`src/rtl/icache_control.sv`:
```
// icache_control
//   Sequencing FSM for a two-way, eight-set instruction cache. A lookup in IDLE
//   either hits and responds in the same cycle, or misses. A miss latches a
//   victim way, holds pmem_read until memory answers, loads data, tag and valid
//   in one cycle, then replays the lookup in RESPOND to answer the CPU.
//   It also keeps saturating hit/miss counters and a sticky multi-hit flag.
//
// Ports
//   clk, rst             : clock, synchronous active-high reset
//   mem_read / mem_resp  : CPU fetch request / completion
//   pmem_read/pmem_resp  : line-fill request / memory data valid
//   hit_datapath         : per-way tag match from the datapath
//   valid_out, lru_output: valid bits and LRU way of the indexed set
//   write_enable_0/1     : data-array load per way
//   load_tag, load_valid : tag/valid array load per way; set_valid mirrors load_valid
//   load_lru, set_lru    : LRU array load and the value written (way not used)
//   data_array_select    : fill-source select, high while fetching
//   hit_count/miss_count : saturating performance counters
//   err_multi_hit        : sticky, set when both ways match on a request
module icache_control #(
    parameter int CNT_WIDTH = 32
) (
    input  logic                 clk,
    input  logic                 rst,
    input  logic                 mem_read,
    output logic                 mem_resp,
    input  logic                 pmem_resp,
    output logic                 pmem_read,
    input  logic [1:0]           hit_datapath,
    input  logic [1:0]           valid_out,
    input  logic                 lru_output,
    output logic                 write_enable_0,
    output logic                 write_enable_1,
    output logic [1:0]           load_tag,
    output logic [1:0]           load_valid,
    output logic [1:0]           set_valid,
    output logic                 load_lru,
    output logic                 set_lru,
    output logic                 data_array_select,
    output logic [CNT_WIDTH-1:0] hit_count,
    output logic [CNT_WIDTH-1:0] miss_count,
    output logic                 err_multi_hit
);

    typedef enum logic [1:0] {IDLE, FETCH, RESPOND} state_t;

    state_t state, state_next;
    logic   victim, victim_next;
    logic   hit_inc, miss_inc, multi_hit;

    always_ff @(posedge clk) begin
        if (rst) begin
            state         <= IDLE;
            victim        <= 1'b0;
            hit_count     <= '0;
            miss_count    <= '0;
            err_multi_hit <= 1'b0;
        end else begin
            state  <= state_next;
            victim <= victim_next;
            if (hit_inc && (hit_count != '1))
                hit_count <= hit_count + 1'b1;
            if (miss_inc && (miss_count != '1))
                miss_count <= miss_count + 1'b1;
            if (multi_hit)
                err_multi_hit <= 1'b1;
        end
    end

    always_comb begin
        state_next        = state;
        victim_next       = victim;
        hit_inc           = 1'b0;
        miss_inc          = 1'b0;
        multi_hit         = 1'b0;
        mem_resp          = 1'b0;
        pmem_read         = 1'b0;
        write_enable_0    = 1'b0;
        write_enable_1    = 1'b0;
        load_tag          = 2'b00;
        load_valid        = 2'b00;
        load_lru          = 1'b0;
        set_lru           = 1'b0;
        data_array_select = 1'b0;

        // Everything stays at defaults during reset so no array is disturbed.
        if (!rst) begin
            // Both ways matching means the tag array is corrupt; flag it.
            multi_hit = mem_read && (hit_datapath == 2'b11);
            unique case (state)
                IDLE: begin
                    if (mem_read) begin
                        unique case (hit_datapath)
                            // A multi-hit is resolved as a way-0 hit.
                            2'b01, 2'b11: begin
                                mem_resp = 1'b1;
                                load_lru = 1'b1;
                                set_lru  = 1'b1;
                                hit_inc  = 1'b1;
                            end
                            2'b10: begin
                                mem_resp = 1'b1;
                                load_lru = 1'b1;
                                set_lru  = 1'b0;
                                hit_inc  = 1'b1;
                            end
                            default: begin
                                miss_inc = 1'b1;
                                // Prefer an empty way before evicting the LRU one.
                                if (!valid_out[0])      victim_next = 1'b0;
                                else if (!valid_out[1]) victim_next = 1'b1;
                                else                    victim_next = lru_output;
                                state_next = FETCH;
                            end
                        endcase
                    end
                end
                FETCH: begin
                    // The fill is never aborted, even if the CPU drops mem_read.
                    pmem_read         = 1'b1;
                    data_array_select = 1'b1;
                    if (pmem_resp) begin
                        write_enable_0 = ~victim;
                        write_enable_1 = victim;
                        load_tag       = victim ? 2'b10 : 2'b01;
                        load_valid     = victim ? 2'b10 : 2'b01;
                        state_next     = RESPOND;
                    end
                end
                RESPOND: begin
                    // Replayed lookup hits the just-filled way; not counted as a hit.
                    if (mem_read) begin
                        mem_resp = 1'b1;
                        load_lru = 1'b1;
                        set_lru  = ~victim;
                    end
                    state_next = IDLE;
                end
                default: state_next = IDLE;
            endcase
        end
    end

    assign set_valid = load_valid;

endmodule

```
`config.mk`:
```
export PLATFORM = sky130hd
export DESIGN_NAME = icache_control
export DESIGN_NICKNAME = d
export VERILOG_FILES = /design/src/rtl/icache_control.sv
export SDC_FILE = /design/constraint.sdc
export NUM_CORES = 1
export LEC_CHECK = 0
export CORE_MARGIN = 3
export CORE_UTILIZATION = 40
export DETAILED_ROUTE_END_ITERATION = 10
export PLACE_DENSITY = 0.67
export SLEW_MARGIN = 15
export SYNTH_ARGS = -nofsm -noshare
export SYNTH_HDL_FRONTEND = slang
export SYNTH_SLANG_ARGS = --single-unit
export TNS_END_PERCENT = 5
```
`constraint.sdc`:
```
create_clock -name clk -period 3.25 [get_ports clk]
set_clock_uncertainty 0.05 [all_clocks]
set_input_delay 0.65 -clock clk [delete_from_list [all_inputs] [get_ports clk]]
set_output_delay 0.65 -clock clk [all_outputs]
set_load 0.05 [all_outputs]
```
# Word level (Yosys, flattened, before mapping)
# Index checks and enable logic that the tools add are counted.
op_classes:
  addsub: 2
  eq_ne: 10
  n_mux: 35
  bitwise: 2
  reduce_logical: 8
op_table:
  columns: ["op", "n"]
  rows:
  - ["$add 32x1->32 const B", 2]
  - ["$ne 32x32->1 const B", 2]
  - ["$mux 1", 25]
  - ["$mux 2", 7]
  - ["$eq 2x2->1 const B", 3]
  - ["$ne 2x2->1 const B", 3]
  - ["$reduce_and 3->1", 2]
  - ["$eq 2x1->1 const B", 2]
  - ["$pmux 1 s2", 2]
  - ["$pmux 2 s2", 1]
  - ["$logic_and 1x1->1", 3]
  - ["$reduce_or 3->1", 1]
  - ["$logic_not 2->1", 1]
  - ["$not 1->1", 2]
  - ["$reduce_or 2->1", 1]
totals:
  regBits: 68
  in_bits: 9
  output_inout_bits: 78
  wordCells: 62

# Logic depth before layout (Yosys ltp)
depth:
  depth_word: 7
  ltp_mapped: 8

# Least setup slack after synthesis
# Ideal clock, no wire load.
synth_path:
  kind: "input -> output"
  from: "in rst"
  to: "out load_tag[1]"
  arrival_time_ns: 2.587
  setup_slack_ns: -0.037
  cell_stages: 7
  path_buffers: 2
  cell_sequence: "clkbuf_1 > nor2_1 > nand2_1 > inv_1 > nand2_1 > nor2_1 > buf_4"
synth_between:
  elab_chain_len: 1
synth_rtl:
  columns: ["element", "line", "rtl"]
  rows:
  - ["start: declaration", "24", "input logic rst,"]
  - ["$mux 2", "87", "if (!rst) begin"]
  - ["end: declaration", "34", "output logic [1:0] load_tag,"]
# Every way passes these cells.

# Worst setup path in the final report
layout_path:
  from: "in mem_read"
  to: "reg miss_count[31]"
layout_between:
  elab_chain_len: 4
layout_rtl:
  columns: ["element", "line", "rtl"]
  rows:
  - ["start: declaration", "25", "input logic mem_read,"]
  - ["$mux 1", "92", "if (mem_read) begin"]
  - ["$mux 1", "90", "unique case (state)"]
  - ["$mux 1", "87", null]
  - ["$logic_and 1x1->1", "63", "if (miss_inc && (miss_count != '1))"]
  - ["end signal: assignment", "64", "miss_count <= miss_count + 1'b1;"]
  - ["end: declaration", "41", "output logic [CNT_WIDTH-1:0] miss_count,"]
# Every way passes these cells.
# A chain may end at the register's enable or synchronous reset.

==> results_dict.tcl <==
set metrics [dict create \
    status "finished, final reports clean" \
    fillCellCount 839 \
    path_max_fanout 9 \
    drtAntennaViolNets 0 \
    path_clk_slew_ps 70 \
    synth.area.mux_share 0.0211 \
    die_y_um 101 \
    rsz0062_at_grt "false" \
    insertion_delay_ps 340 \
    hp-start "victim" \
    worstPathRequired_ps 3470 \
    synthesis.nets 448 \
    firstDrtPassIters 4 \
    cpMaxStageDelayCell "clkdlybuf4s50_1" \
    maxCapViolCount 0 \
    cts_tree "built" \
    synthXorXnorAreaFrac 0.0315 \
    core_mm2 0.00876 \
    r2r_cells 5 \
    cts-htree-levels 3 \
    synth-compound-area-share 0.197 \
    yosysWarnings 0 \
    worst-r2r-setup-slack_ps 770 \
    synth_area_mm2 0.00362 \
    fmax_mhz 353 \
    holdPathStages 2 \
    crit_path_end_kind "flip-flop" \
    slowest_delay_ps 490 \
    num_io_pins 87 \
    holdPathEnd "victim" \
    timing.rr.end "miss_count[31]" \
    drtIter0Drc 185 \
    synthSimpleGateAreaFrac 0.312 \
    nets 531 \
    post-route-drc-count 0 \
    place_inst 617 \
    crit_chain "clkdlybuf4s50_1 -> or4b_4 -> or3_4 -> a2111o_1 -> or4_1 -> a21oi_1" \
    cts-resized-gates 0 \
    fin_crit_sh 0.873 \
    seq_area_frac_synth 0.376 \
    clock-sinks 68 \
    dp_slack_ps 56.0 \
    worstHoldPathType "flip-flop to flip-flop" \
    tightestPinTransition_ps 1050 \
    dp_hpwl_um 7210 \
    dieWidth_um 101 \
    r2r_start "state[0]" \
    wirelength_um 9950 \
    cellLeakagePower_nw 1.51 \
    grt_pass1_vias 3333 \
    grt_pass1_wl_um 16100 \
    setup_slack_ps 414 \
    setup_viol 0 \
    area_growth_pct 32.8 \
    viasPerCell 5.88 \
    worstSetupStartpointType "input pin" \
    grt_usage 0.192 \
    grt-ovfl-total 0 \
    antenna_found_initial 0 \
    cts.path.max_buffers 2 \
    rows 34 \
    max_slew_margin 0.294 \
    finalNonFillerCells 631 \
    synth_ff_type "dfxtp_1" \
    synth.avg_cell_area_um2 8.27 \
    hold-worst-slack_ps 454 \
    grt_max_degree 36 \
    finalCriticalPeriod_ps 2840 \
    critPathKind "input pin to flip-flop" \
    synth_top_family_by_area "simple AND/OR/NAND/NOR gates" \
    wl_per_cell_um 15.8 \
    layout-drive-gt1-share 0.113 \
    crit_family "simple AND/OR/NAND/NOR gates" \
    cp_num_buf_inv 1 \
    ys_ff_latch 68 \
    clock-root-buffer "clkbuf_8" \
    powerDensity_mw_per_mm2 319 \
    synth_edf_count 0 \
    hold_viol_final 0 \
    numCtsBuffers 9 \
    synthAdderAreaFrac 0.00692 \
    initial_core_util 0.413 \
    finalSetupTns_ps 0 \
    drv_slew 0 \
    ctsHoldBuffers 0 \
    arrival_ps 3060 \
    ir_drop_mv 0.160 \
    syn_inst 437 \
    post-cts-setup-buffers 0 \
    vias 3712 \
    ys_async_sr_fraction 0 \
    place_congestion 0.862 \
    port_buffers 86 \
    synth_cell_types 50 \
    num_antenna_cells 0 \
    dieArea_mm2 0.0102 \
]
-- sequential cells by signal, summed over array words and instances (netlist names) --
name           cells
hit_count         32
miss_count        32
state              2
err_multi_hit      1
victim             1
-- cells in the mapped netlist, types with 10 or more instances --
master    count  area (um2)
dfxtp_1      68        1360
o21ai_0      13        65.1
nand4_1      20         125
xnor2_1      11        96.3
nand3_1      24         120
a21oi_1      37         185
o31ai_1      24         180
nor2_1       28         105
or3_1        11        68.8
nand2_1      36         135
or4_1        21         158
clkbuf_1     15        56.3
inv_1        10        37.5
-- cells by family (layout without fill, tap and decap cells) --
family,after synthesis,after routing
and+or+nand+nor,199,199
AOI/OAI and AO/OA,108,108
DFF,68,68
buffers and inverters,40,126
xor gates and xnor gates,13,13
muxes,7,7
adders and majority gates,2,2
-- cell usage in the layout (no fill, tap or decap), drive strengths merged, types with 2 or more instances in the layout --
| cell type | Yosys | routed |
|---|---|---|
| nand4 | 20 | 20 |
| a31oi | 4 | 4 |
| nor3 | 8 | 8 |
| o2111ai | 2 | 2 |
| xor2 | 2 | 2 |
| buf | 13 | 29 |
| a311oi | 4 | 4 |
| clkbuf | 15 | 11 |
| clkdlybuf4s50 | 0 | 72 |
| nand2 | 36 | 36 |
| nor4 | 10 | 10 |
| o311ai | 4 | 4 |
| ha | 2 | 2 |
| or4 | 24 | 24 |
| o41ai | 3 | 3 |
| or2 | 4 | 4 |
| and2 | 7 | 7 |
| clkinv | 1 | 4 |
| a211oi | 4 | 4 |
| nand3 | 24 | 24 |
| and4 | 7 | 7 |
| o21a | 4 | 4 |
| o31a | 4 | 4 |
| dfxtp | 68 | 68 |
| xnor2 | 11 | 11 |
| o31ai | 24 | 24 |
| or3 | 12 | 12 |
| o21ai | 13 | 13 |
| nor4b | 3 | 3 |
| inv | 10 | 10 |
| mux2i | 2 | 2 |
| and3 | 9 | 9 |
| a21oi | 37 | 37 |
| nor2b | 5 | 5 |
| nor2 | 28 | 28 |
| mux2 | 5 | 5 |
-- worst min-delay path, stage by stage, from the launching register on --
cell	delay (ps)
dfxtp_1	340
nand2_1	70
a21oi_1	50
-- layout make-up --
type	instances	area, um2	area share
Timing Repair Buffer	101	1040	0.216
Sequential cell	68	1360	0.284
Multi-Input combinational cell	329	2070	0.431
Clock inverter	3	15.0	0.00313
Tap cell	108	135	0.0281
Inverter	11	41.3	0.00860
Clock buffer	11	141	0.0295
-- report_power, final --
part           internal, mW  total (mW)  leakage, nW  switching (mW)
logic                0.0311      0.0878        0.877          0.0566
registers             0.836       0.841        0.548         0.00428
clock network         0.286       0.601       0.0848           0.315
-- routing by layer --
metal,wire length (um),up-vias,share of wire,track usage
li1,-,1829,-,-
met1,4590,1759,0.46,0.259
met2,4720,110,0.47,0.303
met3,514,14,0.052,0.0381
met4,123,0,0.012,0.0706
met5,0,-,0,0
-- worst max path at each step --
| stage | start | end | slack [ps] | cells after the start |
|---|---|---|---|---|
| 4_1_cts | mem_read | miss_count[31] | 420 | 6 |
| 6_report | mem_read | miss_count[31] | 410 | 6 |
| 3_5_place_dp | mem_read | miss_count[31] | 60 | 6 |
| 5_1_grt | mem_read | miss_count[31] | 290 | 6 |
| 2_1_floorplan | rst | load_tag[1] | -40 | 7 |
| 3_3_place_gp | mem_read | miss_count[31] | 90 | 6 |
-- through the flow --
step,utilization,power (mW),cell area (um2)
after detailed placement,0.530,0.948,4640
after global placement,0.530,0.946,4640
after CTS,0.548,1.54,4800
after floorplan,-,0.914,3620
final,0.548,1.53,4800
after global routing,0.548,1.58,4800
No activity file was read; power rests on OpenSTA's default activity.
